===== src/rtl/fpu_pkg.sv =====
// Shared definitions for the fixed-point unit: default Q-format sizes,
// the multiply sequencer state encoding and the FPU operation codes.
package fpu_pkg;

    localparam int DEFAULT_WIDTH = 32;
    localparam int DEFAULT_FBITS = 10;
    localparam int MUL_W         = 16;

    typedef enum logic [2:0] {
        ST_IDLE,
        ST_PP0,
        ST_PP1,
        ST_PP2,
        ST_PP3,
        ST_DONE
    } mul_state_e;

    typedef enum logic [1:0] {
        FPU_OP_ADD,
        FPU_OP_SUB,
        FPU_OP_MUL,
        FPU_OP_DIV
    } fpu_op_e;

endpackage


===== src/rtl/mul_16x16.sv =====
// Unsigned 16x16 combinational multiplier shared by the partial-product steps.
module mul_16x16
    import fpu_pkg::*;
(
    input  logic [MUL_W-1:0]   a,
    input  logic [MUL_W-1:0]   b,
    output logic [2*MUL_W-1:0] p
);

    assign p = (2*MUL_W)'(a) * (2*MUL_W)'(b);

endmodule


===== src/rtl/fixed_point_mul_sequencer.sv =====
// Unsigned fixed-point multiplier: four partial products through one 16x16 multiplier.
// Build option FPMUL_SATURATE_EN: result saturates to all ones on overflow. WIDTH must be <= 32.
module fixed_point_mul_sequencer
    import fpu_pkg::*;
#(
    parameter int WIDTH = DEFAULT_WIDTH,
    parameter int FBITS = DEFAULT_FBITS
) (
    input  logic               clk,
    input  logic               reset,
    input  logic               start,
    input  logic [WIDTH-1:0]   operand_1,
    input  logic [WIDTH-1:0]   operand_2,
    output logic               busy,
    output logic               ready,
    output logic [2*WIDTH-1:0] product,
    output logic [WIDTH-1:0]   result,
    output logic               overflow
);

    localparam int OPW = 2 * MUL_W;
    localparam int ACW = 2 * OPW;

    mul_state_e         state, state_nxt;
    logic [OPW-1:0]     op_a, op_b;
    logic [ACW-1:0]     acc;
    logic [MUL_W-1:0]   mul_a, mul_b;
    logic [OPW-1:0]     mul_p;
    logic [ACW-1:0]     term;
    logic [5:0]         term_shift;
    logic               accept;
    logic               acc_ovf;
    logic [WIDTH-1:0]   acc_result;

    assign accept = start && (state == ST_IDLE || state == ST_DONE);
    assign busy   = (state == ST_PP0) || (state == ST_PP1) ||
                    (state == ST_PP2) || (state == ST_PP3);

    // NOTE: every always_comb output gets a default first so no path infers a latch.
    always_comb begin
        state_nxt = state;
        case (state)
            ST_IDLE: if (start) state_nxt = ST_PP0;
            ST_PP0:  state_nxt = ST_PP1;
            ST_PP1:  state_nxt = ST_PP2;
            ST_PP2:  state_nxt = ST_PP3;
            ST_PP3:  state_nxt = ST_DONE;
            ST_DONE: state_nxt = start ? ST_PP0 : ST_IDLE;
            default: state_nxt = ST_IDLE;
        endcase
    end

    // Operand halves and weight of the partial product handled this cycle.
    always_comb begin
        mul_a      = '0;
        mul_b      = '0;
        term_shift = '0;
        case (state)
            ST_PP0: begin
                mul_a = op_a[MUL_W-1:0];
                mul_b = op_b[MUL_W-1:0];
            end
            ST_PP1: begin
                mul_a      = op_a[OPW-1:MUL_W];
                mul_b      = op_b[MUL_W-1:0];
                term_shift = 6'd16;
            end
            ST_PP2: begin
                mul_a      = op_a[MUL_W-1:0];
                mul_b      = op_b[OPW-1:MUL_W];
                term_shift = 6'd16;
            end
            ST_PP3: begin
                mul_a      = op_a[OPW-1:MUL_W];
                mul_b      = op_b[OPW-1:MUL_W];
                term_shift = 6'd32;
            end
            default: ;
        endcase
    end

    mul_16x16 u_mul (
        .a (mul_a),
        .b (mul_b),
        .p (mul_p)
    );

    assign term    = ACW'(mul_p) << term_shift;
    assign acc_ovf = |acc[2*WIDTH-1:WIDTH+FBITS];

`ifdef FPMUL_SATURATE_EN
    assign acc_result = acc_ovf ? {WIDTH{1'b1}} : acc[WIDTH+FBITS-1:FBITS];
`else
    assign acc_result = acc[WIDTH+FBITS-1:FBITS];
`endif

    // NOTE: sequential state uses non-blocking assignments so all registers update from pre-edge values.
    always_ff @(posedge clk or negedge reset) begin
        if (!reset) begin
            state <= ST_IDLE;
        end else begin
            state <= state_nxt;
        end
    end

    // Operands are captured only on an accepted start; later input changes are invisible.
    always_ff @(posedge clk or negedge reset) begin
        if (!reset) begin
            op_a <= '0;
            op_b <= '0;
            acc  <= '0;
        end else if (accept) begin
            op_a <= OPW'(operand_1);
            op_b <= OPW'(operand_2);
            acc  <= '0;
        end else if (busy) begin
            acc  <= acc + term;
        end
    end

    // Outputs are registered while leaving DONE, so ready lands five edges after acceptance.
    always_ff @(posedge clk or negedge reset) begin
        if (!reset) begin
            ready    <= 1'b0;
            product  <= '0;
            result   <= '0;
            overflow <= 1'b0;
        end else begin
            ready <= (state == ST_DONE);
            if (state == ST_DONE) begin
                product  <= acc[2*WIDTH-1:0];
                result   <= acc_result;
                overflow <= acc_ovf;
            end
        end
    end

endmodule

===== config.mk =====
export PLATFORM = sky130hd
export DESIGN_NAME = fixed_point_mul_sequencer
export DESIGN_NICKNAME = d
export VERILOG_FILES = /design/src/rtl/fpu_pkg.sv /design/src/rtl/mul_16x16.sv /design/src/rtl/fixed_point_mul_sequencer.sv
export SDC_FILE = /design/constraint.sdc
export NUM_CORES = 1
export LEC_CHECK = 0
export CORE_MARGIN = 4
export CORE_UTILIZATION = 56
export CTS_BUF_LIST = sky130_fd_sc_hd__clkbuf_2 sky130_fd_sc_hd__clkbuf_4 sky130_fd_sc_hd__clkbuf_8
export CTS_CLUSTER_DIAMETER = 80
export DETAILED_ROUTE_END_ITERATION = 6
export PLACE_DENSITY = 0.78
export SYNTH_ARGS = -nofsm -noshare
export SYNTH_HDL_FRONTEND = slang
export SYNTH_SLANG_ARGS = --single-unit

===== constraint.sdc =====
create_clock -name clk -period 9 [get_ports clk]
set_input_delay 2.7 -clock clk [delete_from_list [all_inputs] [get_ports clk]]
set_output_delay 2.7 -clock clk [all_outputs]
set_load 0.02 [all_outputs]

==> summary.txt, run 1 <==
Status: finished with violations
Failing checks: negative setup slack
Via count: 19300
Synth Area in Simple Gates: 0.162
Worst Hold Slack: 0.487 ns
Min Clock Period, post-route: 9.33 ns
First-pass GRT wire length: 103 mm
Max_cap viols: 0
Crit Path Category: reg -> reg
Inst Count DP: 3216
Element type at the critical path end: flop
CP max-delay cell: or4_4
Crit Path Max Fanout: 5
Vias in the first global route: 19400
Die height: 198 um
Cells after synthesis: 2325
Source of the critical timing path: state[1]$_DFFE_PN0P_
Starting DRT DRC Count: 1476
RSZ-0062 raised after global routing: yes
CP most frequent cell: fa_1
Worst path required time: 9.50 ns
DIE AREA: 39400 um2
Wire per inst: 20.6 um
Max Slew Vio Count: 0
Clk Latency, worst-skew pair: 0.55 ns
Actual slew at the worst max-slew pin: 1.10 ns
Worst setup SP type: flop
Main combinational cell family by area after synthesis: adder cells
Rows: 69
R2R setup slack: -0.33 ns
Final wirelength: 69.0 mm
Drt drc: 0
Async SR Flop Fraction: 1.00
EDFF count, synth: 0
Core area: 35700 um2
Hold Violations, Final: 0
Post-synth cell types: 79
Worst-path clk slew: 0.13 ns
Worst path arrival time: 9.84 ns
Layout Cells excl Fill: 3352
TritonCTS clock tree: yes
CTS Hold Bufs: 0
Fmax achieved: 107 MHz
# setup viols final: 23
Layout cells sized above 1: 0.294
Post-placement setup slack: -0.561 ns
Reg-to-reg startpoint: state[1]$_DFFE_PN0P_
Slowest stage delay, CP: 0.58 ns
Num CTS Buffers: 17
HP Class: reg -> reg
Setup WS post-layout: -0.332 ns
Top-level I/O count: 166
Chip width: 198 um
First-pass DRT Iterations: 6
Post-synthesis mux area share: 0.0400
Placer congestion estimate: 1.01
Global route total overflow: 0
Yosys warning total: 0
Yosys reg bits: 197
Num Clock Sinks: 197
Rel. slew slack: 0.266
Antenna violations before repair: 1
Worst hold stages: 2
Post-synthesis adder-cell area fraction: 0.295
DRT antenna net count: 0
Synth-to-Final Area Change: 37.5%
Pin count of the biggest net entering global routing: 99
Setup crit end: acc[57]$_DFFE_PN0P_
Root Driver: clkbuf_8
Detailed placement HPWL: 52.2 mm
PortBufs: 165
Number of diodes: 0
Tcrit/Tclk final: 1.04
Predominant post-synthesis flop cell: dfrtp_1
Synthesized area per cell: 8.73 um2
Initial Utilization: 0.570
Post-synthesis compound-gate area fraction: 0.144
CTS Buffer Depth: 2
Final clock skew: 0.0321 ns
Gr usage total: 0.334
Post-synthesis xor/xnor area fraction: 0.0349
Final setup TNS: -3.01 ns
H-tree Lvls: 4
FF-to-FF path depth: 41
RR Endpoint: acc[57]$_DFFE_PN0P_
Nets: 3307
Post-synthesis sequential area ratio: 0.243
Mapped Area: 20300 um2
DR vias/cell: 5.76
Syn Nets: 2754
[worst max-delay path: cells and delay by family, from the launching register on]
family	cells	cell delay [ns]
DFF	1	0.50
and+or+nand+nor	8	1.44
xor gates and xnor gates	1	0.26
AOI/OAI and AO/OA	12	2.30
buffers and inverters	12	1.26
adders and majority gates	8	3.53
[cell type report]
class,count,area (um2)
sequential,197,4930
clock inverter,15,191
multi-input combinational,1734,15200
fill,2406,7730
clock buffer,17,234
timing repair buffer,672,5860
tap,461,577
inverter,256,961
[kinds of logic after synthesis]
logic type / after synthesis
adder cells (fa/ha/maj): 362
flip-flops: 197
AND/OR/NAND/NOR: 780
buffers and inverters: 394
AO/OA/AOI/OAI: 438
XOR/XNOR: 81
multiplexers: 73
[sequential cells by signal, summed over array words and instances, names as in the netlist]
name / count
op_b: 32
acc: 64
state: 3
op_a: 32
product: 64
overflow: 1
ready: 1
[placed cells by master, fill, tap and decap left out, types with 10 or more instances in the layout]
| cell | Yosys | final |
|---|---|---|
| o21ai_0 | 87 | 46 |
| nand4_1 | 19 | 19 |
| and3_1 | 15 | 11 |
| mux2_2 | 66 | 65 |
| fa_1 | 195 | 184 |
| buf_12 | 0 | 15 |
| buf_4 | 32 | 455 |
| a21oi_1 | 112 | 69 |
| a22o_4 | 0 | 10 |
| a22oi_2 | 0 | 11 |
| clkbuf_8 | 2 | 18 |
| o21ai_1 | 9 | 34 |
| xnor2_1 | 44 | 35 |
| a22o_1 | 42 | 31 |
| clkdlybuf4s50_1 | 0 | 164 |
| a22oi_1 | 31 | 20 |
| nor2_2 | 0 | 19 |
| ha_4 | 0 | 17 |
| o21ai_2 | 1 | 12 |
| xor2_1 | 37 | 32 |
| fa_2 | 0 | 11 |
| dfrtp_1 | 197 | 194 |
| inv_1 | 256 | 250 |
| nand3_1 | 17 | 17 |
| nor2_4 | 0 | 12 |
| nor2b_1 | 19 | 18 |
| nor2_1 | 195 | 164 |
| a21o_1 | 46 | 46 |
| ha_1 | 167 | 149 |
| buf_6 | 2 | 30 |
| o21bai_1 | 19 | 19 |
| a21oi_4 | 0 | 10 |
| nand2_1 | 442 | 432 |
| a21oi_2 | 2 | 35 |
[cell usage after synthesis (all sizes together) (4+ instances only)]
cell type  instances  area (um2)
a211oi             5        37.5
a21boi             7        56.3
a21o              46         345
a21oi            114         578
a221oi             4        47.6
a22o              42         368
a22oi             31         233
a31oi             13        81.3
and2              10        63.8
and3              16         101
buf               39         282
clkbuf            98         389
dfrtp            197        4930
fa               195        3900
ha               167        2090
inv              256         961
mux2              66         743
mux2i              7        70.1
nand2            443        1670
nand2b            11        68.8
nand3             17        85.1
nand4             19         119
nor2             195         732
nor2b             19         119
nor3              12        76.3
nor3b              5        37.5
nor4               8        50.1
o2111ai            7        67.6
o211ai             8        70.1
o21a               5        37.5
o21ai             97         489
o21bai            19         143
o22ai             10        62.6
o31ai              9        86.3
or2                6        37.5
or3                7        43.8
or4                5        41.3
xnor2             44         385
xor2              37         324
[layer usage]
| metal | GRT usage | part of all wire | up-vias |
|---|---|---|---|
| li1 | - | - | 8764 |
| met1 | 0.441 | 0.40 | 9594 |
| met2 | 0.546 | 0.48 | 811 |
| met3 | 0.0942 | 0.093 | 129 |
| met4 | 0.0914 | 0.023 | 0 |
| met5 | 0 | 0 | - |
[per-stage QoR]
stage	util	area, um2
2_1_floorplan	-	20400
3_3_place_gp	0.706	25200
3_5_place_dp	0.706	25200
4_1_cts	0.746	26600
5_1_grt	0.783	27900
6_report	0.783	27900
[worst min path at each step]
| stage | startpoint | endpoint |
|---|---|---|
| after floorplan | acc[10]$_DFFE_PN0P_ | product[10]$_DFFE_PN0P_ |
| final | product[9]$_DFFE_PN0P_ | product[9]$_DFFE_PN0P_ |
| after detailed placement | product[58]$_DFFE_PN0P_ | product[58]$_DFFE_PN0P_ |
| after CTS | product[7]$_DFFE_PN0P_ | product[7]$_DFFE_PN0P_ |
| after global routing | product[7]$_DFFE_PN0P_ | product[7]$_DFFE_PN0P_ |
| after global placement | product[9]$_DFFE_PN0P_ | product[9]$_DFFE_PN0P_ |
[what timing repair did]
action / in CTS / in global routing
endpoints found under the setup margin: 34 / 38
cloned: 2 / 2
buffers inserted: 54 / 49
gates resized for setup: 119 / 218
endpoints found under the hold margin: 0 / 0
pin swaps: 87 / 120
Power of run 1 is left out: the tool's default activity adds up to more than one toggle a clock period on the data nets, which glitch-free logic cannot reach.
==> inputs of run 2 (changes only) <==
Clock period 9 ns to 8.08 ns, I/O delays scaled along.
==> summary.txt, run 2 (synthesis gave the netlist of run 1 again) <==
Die height: 198 um (unchanged)
Layout cells sized above 1: 0.327 (was 0.294)
Worst hold start: product[62]$_DFFE_PN0P_ (was product[9]$_DFFE_PN0P_)
CP most frequent cell: fa_1 (unchanged)
Initial Utilization: 0.570 (unchanged)
Actual slew at the worst max-slew pin: 1.19 ns (was 1.10 ns)
Top-level I/O count: 166 (unchanged)
Worst hold stages: 2 (unchanged)
Num Clock Sinks: 197 (unchanged)
# setup viols final: 49 (was 23)
Tcrit/Tclk final: 1.18 (was 1.04)
HP Class: reg -> reg (unchanged)
FF-to-FF path depth: 40 (was 41)
DIE AREA: 39400 um2 (unchanged)
DRT antenna net count: 0 (unchanged)
CTS Hold Bufs: 0 (unchanged)
Top Registers: acc (64), product (64) (unchanged)
Root Driver: clkbuf_8 (unchanged)
Via count: 20000 (was 19300)
First-pass DRT Iterations: 6 (unchanged)
Detailed placement HPWL: 54.0 mm (was 52.2 mm)
Crit Path Max Fanout: 6 (was 5)
Rel. slew slack: 0.206 (was 0.266)
Slowest stage delay, CP: 0.58 ns (about the same)
Status: finished with violations (unchanged)
Core area: 35700 um2 (unchanged)
Starting DRT DRC Count: 1652 (was 1476)
Nets: 3361 (was 3307)
Wire per inst: 21.5 um (was 20.6 um)
Rows: 69 (unchanged)
Layout Cells excl Fill: 3408 (was 3352)
Worst path required time: 8.54 ns (was 9.50 ns)
CTS Buffer Depth: 2 (unchanged)
Chip width: 198 um (unchanged)
Placer congestion estimate: 0.966 (was 1.01)
Final clock skew: 0.0242 ns (was 0.0321 ns)
Worst-path clk slew: 0.12 ns (was 0.13 ns)
Vias in the first global route: 20000 (was 19400)
Max_cap viols: 0 (unchanged)
Worst setup SP type: flop (unchanged)
Num CTS Buffers: 17 (unchanged)
CP max-delay cell: or4_4 (unchanged)
Hold Violations, Final: 0 (unchanged)
Failing checks: negative setup slack (unchanged)
Reg-to-reg startpoint: state[0]$_DFFE_PN0P_ (was state[1]$_DFFE_PN0P_)
Inst Count DP: 3280 (was 3216)
Antenna violations before repair: 5 (was 1)
DR vias/cell: 5.88 (was 5.76)
Crit Path Category: reg -> reg (unchanged)
Most common cell after layout, fill and taps aside: buf_4 (unchanged)
Drt drc: 0 (unchanged)
RR Endpoint: acc[63]$_DFFE_PN0P_ (was acc[57]$_DFFE_PN0P_)
Max Slew Vio Count: 0 (unchanged)
Element type at the critical path end: flop (unchanged)
H-tree Lvls: 4 (unchanged)
Fmax achieved: 105 MHz (was 107 MHz)
PortBufs: 165 (unchanged)
Worst path arrival time: 9.99 ns (was 9.84 ns)
Most frequent cells in the layout: buf_4, nand2_1, inv_1 (unchanged)
First-pass GRT wire length: 108 mm (was 103 mm)
RSZ-0062 raised after global routing: yes (unchanged)
Hold worst-path end: product[62]$_DFFE_PN0P_ (was product[9]$_DFFE_PN0P_)
R2R setup slack: -1.45 ns (was -0.33 ns)
Clk Latency, worst-skew pair: 0.54 ns (was 0.55 ns)
TritonCTS clock tree: yes (unchanged)
Pin count of the biggest net entering global routing: 74 (was 99)
Gr usage total: 0.354 (was 0.334)
Setup WS post-layout: -1.45 ns (was -0.332 ns)
Global route total overflow: 0 (unchanged)
Synth-to-Final Area Change: 41.2% (was 37.5%)
Final wirelength: 73.1 mm (was 69.0 mm)
Min Clock Period, post-route: 9.53 ns (was 9.33 ns)
run 2: critical path, delay by kind of cell, from the launching register on:
kind            cells  cell delay (ns)
fa+ha+maj           8             3.63
mux                 3             0.65
compound gates     14             2.49
flops               1             0.42
buf+inv             8             0.90
xor+xnor            1             0.11
simple gates        6             1.26
run 2: timing repair:
item                                    4_1_cts  5_1_grt
gates resized for setup                     152      190
cloned                                        3        2
pin swaps                                    55      102
setup buffers                                45       54
endpoints found under the setup margin       48       50
hold endpoints to repair                      0        0
run 2: through the flow:
step,hold WS [ns],util,setup slack [ns],setup TNS [ns],cell area (um2)
2_1_floorplan,0.465,-,-0.339,-4.28,21000
3_3_place_gp,0.457,0.730,-1.17,-32.20,26000
3_5_place_dp,0.462,0.730,-1.28,-37.23,26000
4_1_cts,0.491,0.772,-0.946,-26.37,27500
5_1_grt,0.515,0.804,-1.70,-61.18,28700
6_report,0.487,0.804,-1.45,-48.73,28700
run 2: final cells by class:
cell class,instances,area (um2)
Inverter,256,961
Multi-Input combinational cell,1734,15500
Fill cell,2248,6980
Antenna cell,2,5.00
Clock buffer,21,283
Tap cell,461,577
Clock inverter,11,129
Sequential cell,197,4930
Timing Repair Buffer,726,6330
run 2: worst max-delay path by stage:
stage                                    start                  end  slack, ns  depth (start not counted)
after floorplan           state[2]$_DFFE_PN0P_  acc[62]$_DFFE_PN0P_      -0.34                         41
after global placement    state[2]$_DFFE_PN0P_  acc[62]$_DFFE_PN0P_      -1.17                         37
after detailed placement  state[2]$_DFFE_PN0P_  acc[62]$_DFFE_PN0P_      -1.28                         37
after CTS                 state[0]$_DFFE_PN0P_  acc[62]$_DFFE_PN0P_      -0.95                         39
after global routing      state[0]$_DFFE_PN0P_  acc[63]$_DFFE_PN0P_      -1.70                         40
final                     state[0]$_DFFE_PN0P_  acc[63]$_DFFE_PN0P_      -1.45                         40
run 2: metal layers:
layer  global-route usage  part of all wire  up-vias
met4               0.0861             0.030        4
met2                0.543              0.45      954
met3               0.0816             0.095      202
li1                     -                 -     8861
met5                    0           0.00037        -
met1                0.516              0.42    10000
Power of run 2 is left out for the same reason.
